<file path="config.mk">
export PLATFORM = sky130hd
export DESIGN_NAME = inst_decode_stage
export DESIGN_NICKNAME = d
export VERILOG_FILES = /design/src/rtl/inst_decode_stage_pkg.sv /design/src/rtl/inst_decode_stage_field_decode.sv /design/src/rtl/inst_decode_stage.sv
export SDC_FILE = /design/constraint.sdc
export NUM_CORES = 1
export LEC_CHECK = 0
export CAP_MARGIN = 5
export CORE_ASPECT_RATIO = 0.9
export CORE_UTILIZATION = 35
export CTS_BUF_LIST = sky130_fd_sc_hd__clkbuf_16
export CTS_CLUSTER_SIZE = 40
export DETAILED_ROUTE_END_ITERATION = 10
export PLACE_DENSITY = 0.56
export SLEW_MARGIN = 20
export SYNTH_ARGS = -nofsm -noshare
export SYNTH_HDL_FRONTEND = slang
export SYNTH_SLANG_ARGS = --single-unit
</file>
<file path="constraint.sdc">
create_clock -name clk -period 4.5 [get_ports clk]
set_input_delay 0.9 -clock clk [delete_from_list [all_inputs] [get_ports clk]]
set_output_delay 0.9 -clock clk [all_outputs]
set_load 0.005 [all_outputs]
</file>
<file path="src/rtl/inst_decode_stage_pkg.sv">
// Shared types and constants for the instruction decode stage:
// instruction type encoding, decoded-field payload and raw field positions.
package inst_decode_stage_pkg;

  localparam int unsigned INST_W   = 32;
  localparam int unsigned TYPE_W   = 2;
  localparam int unsigned OPC_W    = 4;
  localparam int unsigned REG_W    = 5;
  localparam int unsigned IMM_W    = 16;

  // Bit positions of the raw instruction fields
  localparam int unsigned TYPE_LSB = 0;
  localparam int unsigned OPC_LSB  = 2;
  localparam int unsigned FLD0_LSB = 6;
  localparam int unsigned FLD1_LSB = 11;
  localparam int unsigned FLD2_LSB = 16;
  localparam int unsigned IMM_LSB  = 16;

  typedef enum logic [TYPE_W-1:0] {
    INST_ILLEGAL = 2'b00,
    INST_S       = 2'b01,
    INST_I       = 2'b10,
    INST_B       = 2'b11
  } inst_type_e;

  // Decoded fields except the immediate, whose width follows XLEN
  typedef struct packed {
    inst_type_e       typ;
    logic [OPC_W-1:0] opcode;
    logic [REG_W-1:0] src1;
    logic [REG_W-1:0] src2;
    logic [REG_W-1:0] dest;
    logic [REG_W-1:0] cond;
    logic             illegal;
  } dec_fields_t;

endpackage

</file>
<file path="src/rtl/inst_decode_stage_field_decode.sv">
// inst_field_decode: combinational decode of one raw instruction.
// Ports:
//   inst      in   raw 32-bit instruction
//   fields_c  out  decoded type/opcode/register/cond fields, illegal flag
//   imm_c     out  XLEN-bit extended immediate (zero for S and illegal)
module inst_field_decode
  import inst_decode_stage_pkg::*;
#(
  parameter int unsigned XLEN     = 32,
  parameter int unsigned SIGN_EXT = 1
) (
  input  logic [INST_W-1:0] inst,
  output dec_fields_t       fields_c,
  output logic [XLEN-1:0]   imm_c
);

  localparam logic [XLEN-1:0] UPPER_MASK = ~XLEN'({IMM_W{1'b1}});

  logic [XLEN-1:0] imm_ext;
  logic [REG_W-1:0] fld0;
  logic [REG_W-1:0] fld1;
  logic [REG_W-1:0] fld2;
  logic [OPC_W-1:0] opc;

  assign fld0 = inst[FLD0_LSB +: REG_W];
  assign fld1 = inst[FLD1_LSB +: REG_W];
  assign fld2 = inst[FLD2_LSB +: REG_W];
  assign opc  = inst[OPC_LSB +: OPC_W];

  // Immediate extension: fill the upper bits with inst[31] or zeros
  always_comb begin
    imm_ext = XLEN'(inst[IMM_LSB +: IMM_W]);
    if ((SIGN_EXT != 0) && inst[INST_W-1]) begin
      imm_ext = imm_ext | UPPER_MASK;
    end
  end

  always_comb begin
    fields_c = '0;
    imm_c    = '0;
    case (inst_type_e'(inst[TYPE_LSB +: TYPE_W]))
      INST_S: begin
        fields_c.typ    = INST_S;
        fields_c.opcode = opc;
        fields_c.src1   = fld0;
        fields_c.src2   = fld1;
        fields_c.dest   = fld2;
      end
      INST_I: begin
        fields_c.typ    = INST_I;
        fields_c.opcode = opc;
        fields_c.src1   = fld0;
        fields_c.dest   = fld1;
        imm_c           = imm_ext;
      end
      INST_B: begin
        // B reads and writes the same register slot
        fields_c.typ    = INST_B;
        fields_c.opcode = opc;
        fields_c.src2   = fld0;
        fields_c.dest   = fld0;
        fields_c.cond   = fld1;
        imm_c           = imm_ext;
      end
      default: begin
        fields_c.illegal = 1'b1;
      end
    endcase
  end

endmodule

</file>
<file path="src/rtl/inst_decode_stage.sv">
// inst_decode_stage: decodes incoming instructions and buffers the decoded
// fields in a DEPTH-entry FIFO with valid/ready handshakes on both sides.
// Ports:
//   clk, rst            clock, synchronous active-high reset
//   in_valid/in_ready   upstream handshake, inst is the raw instruction
//   flush               drops all buffered entries and any same-cycle input
//   out_valid/out_ready downstream handshake on the head entry
//   out_type..imm       decoded head-entry fields (zero when out_valid=0)
//   out_illegal         head entry had type 00
module inst_decode_stage
  import inst_decode_stage_pkg::*;
#(
  parameter int unsigned XLEN     = 32,
  parameter int unsigned SIGN_EXT = 1,
  parameter int unsigned DEPTH    = 2
) (
  input  logic              clk,
  input  logic              rst,
  input  logic              in_valid,
  input  logic [INST_W-1:0] inst,
  output logic              in_ready,
  input  logic              flush,
  output logic              out_valid,
  input  logic              out_ready,
  output logic [TYPE_W-1:0] out_type,
  output logic [OPC_W-1:0]  out_opcode,
  output logic [REG_W-1:0]  src1,
  output logic [REG_W-1:0]  src2,
  output logic [REG_W-1:0]  dest,
  output logic [REG_W-1:0]  cond,
  output logic [XLEN-1:0]   imm,
  output logic              out_illegal
);

  localparam int unsigned PTR_W = $clog2(DEPTH);
  localparam int unsigned CNT_W = $clog2(DEPTH + 1);

  dec_fields_t     in_fields_c;
  logic [XLEN-1:0] in_imm_c;

  dec_fields_t     fld_q [DEPTH];
  dec_fields_t     fld_d [DEPTH];
  logic [XLEN-1:0] imm_q [DEPTH];
  logic [XLEN-1:0] imm_d [DEPTH];

  logic [PTR_W-1:0] rd_ptr_q, rd_ptr_d;
  logic [PTR_W-1:0] wr_ptr_q, wr_ptr_d;
  logic [CNT_W-1:0] count_q, count_d;

  logic push_c;
  logic pop_c;

  function automatic logic [PTR_W-1:0] ptr_inc(input logic [PTR_W-1:0] p);
    if (p == PTR_W'(DEPTH - 1)) begin
      return '0;
    end
    return p + PTR_W'(1);
  endfunction

  inst_field_decode #(
    .XLEN     (XLEN),
    .SIGN_EXT (SIGN_EXT)
  ) u_decode (
    .inst     (inst),
    .fields_c (in_fields_c),
    .imm_c    (in_imm_c)
  );

  // A full buffer still accepts when the head leaves in the same cycle
  assign in_ready  = !rst && ((count_q < CNT_W'(DEPTH)) || out_ready);
  assign out_valid = (count_q != '0);
  assign push_c    = in_valid && in_ready;
  assign pop_c     = out_valid && out_ready;

  // Next-state for pointers, count and storage; flush wins over push/pop
  always_comb begin
    rd_ptr_d = rd_ptr_q;
    wr_ptr_d = wr_ptr_q;
    count_d  = count_q;
    fld_d    = fld_q;
    imm_d    = imm_q;
    if (flush) begin
      rd_ptr_d = '0;
      wr_ptr_d = '0;
      count_d  = '0;
    end else begin
      if (push_c) begin
        fld_d[wr_ptr_q] = in_fields_c;
        imm_d[wr_ptr_q] = in_imm_c;
        wr_ptr_d        = ptr_inc(wr_ptr_q);
      end
      if (pop_c) begin
        rd_ptr_d = ptr_inc(rd_ptr_q);
      end
      case ({push_c, pop_c})
        2'b10:   count_d = count_q + CNT_W'(1);
        2'b01:   count_d = count_q - CNT_W'(1);
        default: count_d = count_q;
      endcase
    end
  end

  always_ff @(posedge clk) begin
    if (rst) begin
      rd_ptr_q <= '0;
      wr_ptr_q <= '0;
      count_q  <= '0;
    end else begin
      rd_ptr_q <= rd_ptr_d;
      wr_ptr_q <= wr_ptr_d;
      count_q  <= count_d;
    end
  end

  // Storage needs no reset; validity is tracked by count_q alone
  always_ff @(posedge clk) begin
    fld_q <= fld_d;
    imm_q <= imm_d;
  end

  // Head-entry outputs, forced to zero when nothing is valid
  always_comb begin
    out_type    = '0;
    out_opcode  = '0;
    src1        = '0;
    src2        = '0;
    dest        = '0;
    cond        = '0;
    imm         = '0;
    out_illegal = 1'b0;
    if (out_valid) begin
      out_type    = fld_q[rd_ptr_q].typ;
      out_opcode  = fld_q[rd_ptr_q].opcode;
      src1        = fld_q[rd_ptr_q].src1;
      src2        = fld_q[rd_ptr_q].src2;
      dest        = fld_q[rd_ptr_q].dest;
      cond        = fld_q[rd_ptr_q].cond;
      imm         = imm_q[rd_ptr_q];
      out_illegal = fld_q[rd_ptr_q].illegal;
    end
  end

endmodule

</file>
==> results of run 1 <==
-- power by group through the flow --
stage	Combinational, mW	Sequential, mW	Clock (mW)
after floorplan	0.0765	0.954	0
after CTS	0.169	0.937	0.688
after global placement	0.166	0.955	0
final	0.167	0.937	0.670
after detailed placement	0.168	0.955	0
after global routing	0.183	0.938	0.717
-- stage by stage --
stage / utilization / worst slack [ns]
final: 0.483 / 1.24
after floorplan: - / 0.813
after global placement: 0.458 / 1.42
after global routing: 0.483 / 1.07
after detailed placement: 0.458 / 1.35
after CTS: 0.483 / 1.21
-- worst max path at each step --
stage / slack [ns] / endpoint / cells after the start
2_1_floorplan: 0.81 / fld_q[27] / 4
3_3_place_gp: 1.42 / imm_q[40] / 4
3_5_place_dp: 1.35 / imm_q[40] / 4
4_1_cts: 1.21 / imm[15] / 3
5_1_grt: 1.07 / imm[22] / 3
6_report: 1.24 / cond[2] / 4
-- synthesized netlist by cell type (all sizes together) --
master / n / area (um^2)
nor3b: 1 / 12.5
buf: 22 / 150
or3: 2 / 12.5
inv: 6 / 22.5
dfxtp: 4 / 80.1
mux2i: 44 / 440
a21boi: 1 / 7.51
xnor2: 1 / 8.76
or2: 1 / 6.26
a222oi: 5 / 50.1
nor3: 3 / 15.0
o21bai: 1 / 7.51
or3b: 1 / 8.76
ha: 6 / 75.1
nor2: 58 / 218
nor2b: 9 / 56.3
and2: 20 / 125
clkbuf: 8 / 30.0
nand2: 1 / 3.75
a22o: 5 / 43.8
xor2: 2 / 17.5
edfxtp: 86 / 2580
o21ai: 2 / 10.0
-- cell type report --
cell class              instances  area share
clock buffers                   9      0.0426
clock inverters                 7     0.00852
inverters                       6     0.00426
multi-input cells             163       0.216
flip-flops and latches         90       0.504
well taps                     152      0.0360
repair buffers                101       0.189
-- layer usage --
metal,vias up,share of wire,global-route usage
li1,1188,-,-
met3,8,0.059,0.0268
met4,0,0.012,0.0599
met1,1173,0.46,0.196
met2,98,0.47,0.229
met5,-,0,0
-- logic make-up (layout without fill, tap and decap cells) --
logic type,Yosys count,count (layout),synth area share
flops,90,90,0.668
mux,44,44,0.111
buf+inv,36,123,0.0509
fa+ha+maj,6,6,0.0188
compound gates,14,14,0.0298
simple gates,96,96,0.115
xor+xnor,3,3,0.00660
-- critical path, delay by kind of cell (launching register included) --
| family | cells | cell delay (ns) |
|---|---|---|
| buffers and inverters | 2 | 1.04 |
| DFF | 1 | 0.56 |
| muxes | 1 | 0.33 |
| and+or+nand+nor | 1 | 0.07 |
-- sequential cells by signal (all words and copies together) (netlist names) --
signal / cells
count_q: 2
fld_q: 54
imm_q: 32
rd_ptr_q: 1
wr_ptr_q: 1
==> out/qor.log, run 1 <==
INFO  sta            final-hold-violation-count=0
INFO  synth          net_count_after_synthesis=332
INFO  setup_path     endpoint_type_of_the_worst_setup_path=output pin
INFO  synth          synth-seq-area-share=0.668
INFO  power          power.combinational.fraction=0.094
INFO  global_route   grt_pass1_wl=12.4mm
INFO  setup_path     cpMaxStageDelayCell=sky130_fd_sc_hd__buf_4
INFO  cts            cts_num_sinks=90
INFO  floorplan      start_util=0.364
INFO  setup_path     cp_data_required_time=3.60ns
INFO  route          wl_per_cell=15.3um
INFO  min_path       timing.hold.worst.start=wr_ptr_q
INFO  synth          synth.yosys.warnings=0
INFO  power          highest_ir_drop_seen_on_vdd=0.139mV
INFO  floorplan      die_w=114um
INFO  cts            cts_tree=yes
INFO  sta            setup-tns-final=0ns
INFO  floorplan      placeableCoreArea=0.0109mm^2
INFO  sta            worst_slew_pin_slew=0.812ns
INFO  power          p_leak=1.74nW
INFO  power          pwr-share-clk=0.378
INFO  place          hpwlAfterDp=5.19mm
INFO  sta            fin_skew=0.00311ns
INFO  cts            cts_buffers=9
INFO  finish         multi_input_gate_area=0.00114mm^2
INFO  setup_path     timing.setup.critical_path_class=flip-flop to output pin
INFO  floorplan      floorplan.rows=36
INFO  setup_path     regToRegStartpoint=count_q[1]
INFO  sta            finalSetupViolCount=0
INFO  route          initialDrtViolationCount=126
INFO  power          seq_power_share=0.528
INFO  global_route   number_of_global_route_vias_before_repair=2313
INFO  floorplan      die-area=0.0118mm^2
INFO  floorplan      boundaryPins=98
INFO  power          power-per-cell-area=335mW/mm^2
INFO  cts            max-clock-path-buffers=2
INFO  global_route   gr-usage-all-layers=0.144
INFO  synth          synthDistinctLibCells=25
INFO  route          dr_total_vias=2467
INFO  cts            cts_hold_bufs=0
INFO  place          place.detailed.instances=512
INFO  outcome        run_status=finished, final reports clean
INFO  job            drv.max_cap_violation_count=0
INFO  power          intPower=1.40mW
INFO  finish         area_delta_synth_final=32.7%
INFO  route          final_antenna_net_count=0
INFO  finish         design_area=0.00529mm^2
INFO  sta            timing_max_transition_violations_final=0
INFO  power          power.net_switching=0.378mW
INFO  finish         final_common_cell=sky130_fd_sc_hd__clkdlybuf4s50_1
INFO  setup_path     regToRegEndpoint=imm_q[0]
INFO  finish         layout_common_cells=97 x sky130_fd_sc_hd__clkdlybuf4s50_1, 86 x sky130_fd_sc_hd__edfxtp_1, 56 x sky130_fd_sc_hd__nor2_1
INFO  synth          synthesis.instances=289
INFO  synth          post_synth_instance_area=0.00398mm^2
INFO  route          drt_first_pass_iters=6
INFO  power          sw_frac_of_total=0.213
INFO  cts            post-cts-setup-buffer-count=0
INFO  setup_path     cp.arrival=2.36ns
INFO  setup_path     cell_by_cell_trace_of_the_critical_path=buf_4 > mux2i_1 > nor2_1 > clkdlybuf4s50_1
INFO  cts            cts-htree-levels=3
INFO  route          count_of_unresolved_drc_violations_after_routing=0
INFO  cts            clkTransAtPathRegs=0.06ns
INFO  finish         fraction_of_layout_instances_using_a_drive_strength_above_1=0.0612
INFO  synth          ys_seq_elements=90
INFO  finish         final_cells=528
INFO  sta            slew_headroom=0.457
INFO  min_path       worstHoldPathType=flip-flop to flip-flop
INFO  place          place_area=0.00502mm^2
INFO  cts            root_driver=sky130_fd_sc_hd__clkbuf_16
INFO  sta            finalCritPeriodShare=0.724
INFO  sta            rsz0062_at_grt=false
INFO  global_route   antenna_found_initial=0
INFO  place          portBuffers=97
INFO  global_route   grt_overflow_total=0
INFO  cts            worstSkewPairLatency=0.33ns
INFO  setup_path     max_stage_delay=0.57ns
INFO  sta            period_minus_slack=3.26ns
INFO  setup_path     reg2reg_depth=4
INFO  place          final_wtd_congestion=0.742
INFO  finish         antenna_cells=0
INFO  global_route   pin_count_of_the_biggest_net_entering_global_routing=44
INFO  min_path       hold-path-cell-count=2
INFO  sta            timing.hold.ws=0.483ns
INFO  route          postRouteWirelength=8.08mm
INFO  setup_path     start_kind=flip-flop
INFO  route          route.detailed.vias_per_inst=4.67
INFO  sta            max_freq=307MHz
INFO  synth          synthesis.area_per_instance=13.8um^2
INFO  floorplan      die_height=103um
INFO  cts            cts.repair.resized=0
INFO  power          fin_total_pwr=1.77mW
INFO  min_path       hold_end=wr_ptr_q
INFO  setup_path     timing.critical_path.from=rd_ptr_q
INFO  setup_path     crit_fanout=33
INFO  finish         register_area=0.00266mm^2
INFO  setup_path     r2r_slack=2.38ns
INFO  finish         filler_cell_count=996
INFO  finish         finish.net_count=414
(Power assumes the default switching activity.)
==> inputs of run 2 (changes only) <==
==> constraint.sdc (replaced) <==
create_clock -name clk -period 3.35 [get_ports clk]
set_input_delay 0.67 -clock clk [delete_from_list [all_inputs] [get_ports clk]]
set_output_delay 0.67 -clock clk [all_outputs]
set_load 0.005 [all_outputs]
==> out/qor.log, run 2 (synthesis gave the netlist of run 1 again) <==
INFO  outcome        run_status=finished, final reports clean
INFO  sta            slew_headroom=0.593 [+0.136]
INFO  power          p_leak=1.79nW [+2.5%]
INFO  route          wl_per_cell=15.4um [+0.28%]
INFO  power          fin_total_pwr=2.55mW [+43%]
INFO  route          dr_total_vias=2458 [-0.36%]
INFO  setup_path     timing.setup.critical_path_class=flip-flop to output pin
INFO  route          initialDrtViolationCount=133 [+5.6%]
INFO  finish         layout_common_cells=97 x sky130_fd_sc_hd__clkdlybuf4s50_1, 86 x sky130_fd_sc_hd__edfxtp_1, 56 x sky130_fd_sc_hd__nor2_1
INFO  finish         final_core_utilization=0.493 [+0.00983]
INFO  setup_path     cp_num_buf_inv=2 [unchanged]
INFO  setup_path     cpMaxStageDelayCell=sky130_fd_sc_hd__dfxtp_2
INFO  cts            cts_tree=yes
INFO  route          postRouteWirelength=8.15mm [+0.85%]
INFO  sta            finalCritPeriodShare=0.812
INFO  floorplan      die_w=114um [unchanged]
INFO  power          highest_ir_drop_seen_on_vdd=0.213mV [+52%]
INFO  floorplan      boundaryPins=98 [unchanged]
INFO  sta            timing_max_transition_violations_final=0 [unchanged]
INFO  floorplan      start_util=0.364 [unchanged]
INFO  cts            cts_num_sinks=90 [unchanged]
INFO  place          final_wtd_congestion=0.774 [+4.4%]
INFO  sta            finalSetupViolCount=0 [unchanged]
INFO  finish         final_common_cell=sky130_fd_sc_hd__clkdlybuf4s50_1
INFO  global_route   antenna_found_initial=0 [unchanged]
INFO  cts            cts-htree-levels=3 [unchanged]
INFO  cts            root_driver=sky130_fd_sc_hd__clkbuf_16
INFO  setup_path     endpoint_type_of_the_worst_setup_path=output pin
INFO  sta            setup-tns-final=0ns [unchanged]
INFO  floorplan      placeableCoreArea=0.0109mm^2 [unchanged]
INFO  setup_path     cell_by_cell_trace_of_the_critical_path=buf_12 > mux2i_1 > nor2_1 > clkdlybuf4s50_1
INFO  place          portBuffers=97 [unchanged]
INFO  cts            max-clock-path-buffers=2 [unchanged]
INFO  finish         fraction_of_layout_instances_using_a_drive_strength_above_1=0.0686 [+0.00743]
INFO  global_route   grt_overflow_total=0 [unchanged]
INFO  cts            clkTransAtPathRegs=0.06ns [about the same]
INFO  cts            cts.repair.resized=0 [unchanged]
INFO  route          count_of_unresolved_drc_violations_after_routing=0 [unchanged]
INFO  setup_path     cp.arrival=2.05ns [-0.31 ns]
INFO  place          hpwlAfterDp=5.49mm [+5.8%]
INFO  sta            worst_slew_pin_slew=0.611ns [-0.201 ns]
INFO  sta            final-hold-violation-count=0 [unchanged]
INFO  cts            cts_hold_bufs=0 [unchanged]
INFO  power          power-per-cell-area=472mW/mm^2 [+41%]
INFO  floorplan      die_height=103um [unchanged]
INFO  global_route   grt_pass1_wl=12.5mm [+1.4%]
INFO  sta            timing.hold.ws=0.481ns [-0.00222 ns]
INFO  finish         finish.net_count=417 [+0.72%]
INFO  route          final_antenna_net_count=0 [unchanged]
INFO  finish         area_delta_synth_final=35.4%
INFO  sta            period_minus_slack=2.72ns
INFO  finish         layout_top_registers=fld_q (54), imm_q (32), count_q (2)
INFO  floorplan      floorplan.rows=36 [unchanged]
INFO  route          drt_first_pass_iters=4 [-2]
INFO  sta            max_freq=368MHz
INFO  cts            worstSkewPairLatency=0.34ns [about the same]
INFO  cts            post-cts-setup-buffer-count=0 [unchanged]
INFO  sta            fin_skew=0.00456ns [+0.00146 ns]
INFO  min_path       worstHoldPathType=flip-flop to flip-flop
INFO  finish         largest_register_ffs=54 [unchanged]
INFO  route          route.detailed.vias_per_inst=4.63 [-0.93%]
INFO  setup_path     max_stage_delay=0.54ns [-0.03 ns]
INFO  global_route   pin_count_of_the_biggest_net_entering_global_routing=44 [unchanged]
INFO  setup_path     critPathTopFamily=buffers and inverters
INFO  sta            rsz0062_at_grt=false
INFO  setup_path     cp_data_required_time=2.68ns [-0.92 ns]
INFO  floorplan      die-area=0.0118mm^2 [unchanged]
INFO  global_route   gr-usage-all-layers=0.143 [-0.000664]
INFO  cts            cts_buffers=9 [unchanged]
INFO  finish         largest_register=fld_q
INFO  global_route   number_of_global_route_vias_before_repair=2465 [+6.6%]
INFO  job            drv.max_cap_violation_count=0 [unchanged]
INFO  setup_path     start_kind=flip-flop
INFO  setup_path     crit_fanout=35 [+6.1%]
INFO  finish         antenna_cells=0 [unchanged]
-- run 2: changes by cell type in the layout (fill, tap and decap cells not counted) --
cell / before / now
sky130_fd_sc_hd__inv_6: 2 / 1
sky130_fd_sc_hd__clkinvlp_4: 2 / 1
sky130_fd_sc_hd__inv_1: 7 / 6
sky130_fd_sc_hd__clkinv_2: 1 / 0
sky130_fd_sc_hd__clkinv_4: 0 / 1
sky130_fd_sc_hd__bufinv_16: 0 / 2
sky130_fd_sc_hd__clkinv_1: 1 / 2
sky130_fd_sc_hd__buf_12: 0 / 3
-- run 2: worst paths after layout --
check	slack [ns]	cells after the start	from	to
min	0.48	2	wr_ptr_q	wr_ptr_q
max	0.63	4	rd_ptr_q	dest[2]
min reg2reg	0.48	2	wr_ptr_q	wr_ptr_q
max reg2reg	1.41	5	count_q[1]	count_q[1]
-- run 2: per-stage QoR --
| stage | setup slack, ns | instances | area [um^2] |
|---|---|---|---|
| 6_report | 0.631 | 531 | 5400 |
| 5_1_grt | 0.521 | 531 | 5400 |
| 4_1_cts | 0.616 | 531 | 5400 |
| 3_5_place_dp | 0.644 | 515 | 5080 |
| 3_3_place_gp | 0.744 | 515 | 5080 |
| 2_1_floorplan | 0.00675 | 289 | 3990 |
-- run 2: worst reg2reg max path: stages (launching register included) --
cell	delay, ns
sky130_fd_sc_hd__dfxtp_1	0.36
sky130_fd_sc_hd__nor2b_1	0.16
sky130_fd_sc_hd__or3b_1	0.48
sky130_fd_sc_hd__ha_1	0.38
sky130_fd_sc_hd__or3_1	0.36
sky130_fd_sc_hd__a21boi_1	0.14
-- run 2: layer usage --
layer / track usage / vias up / part of all wire
li1: - / 1186 / -
met1: 0.190 / 1184 / 0.47
met2: 0.232 / 79 / 0.47
met3: 0.0286 / 9 / 0.053
met4: 0.0629 / 0 / 0.015
met5: 0 / - / 0
-- run 2: layout make-up --
cell class	count	area [um^2]
multi-input combinational	163	1140
clock buffer	9	225
fill	992	5550
tap	152	190
sequential	90	2660
inverter	6	22.5
clock inverter	7	92.6
timing repair buffer	104	1060
-- run 2: power breakdown --
part	internal [mW]	leakage [nW]	switching, mW	total [mW]
clock	0.652	0.151	0.408	1.06
sequential	1.25	0.819	0.00571	1.26
combinational	0.126	0.816	0.101	0.227
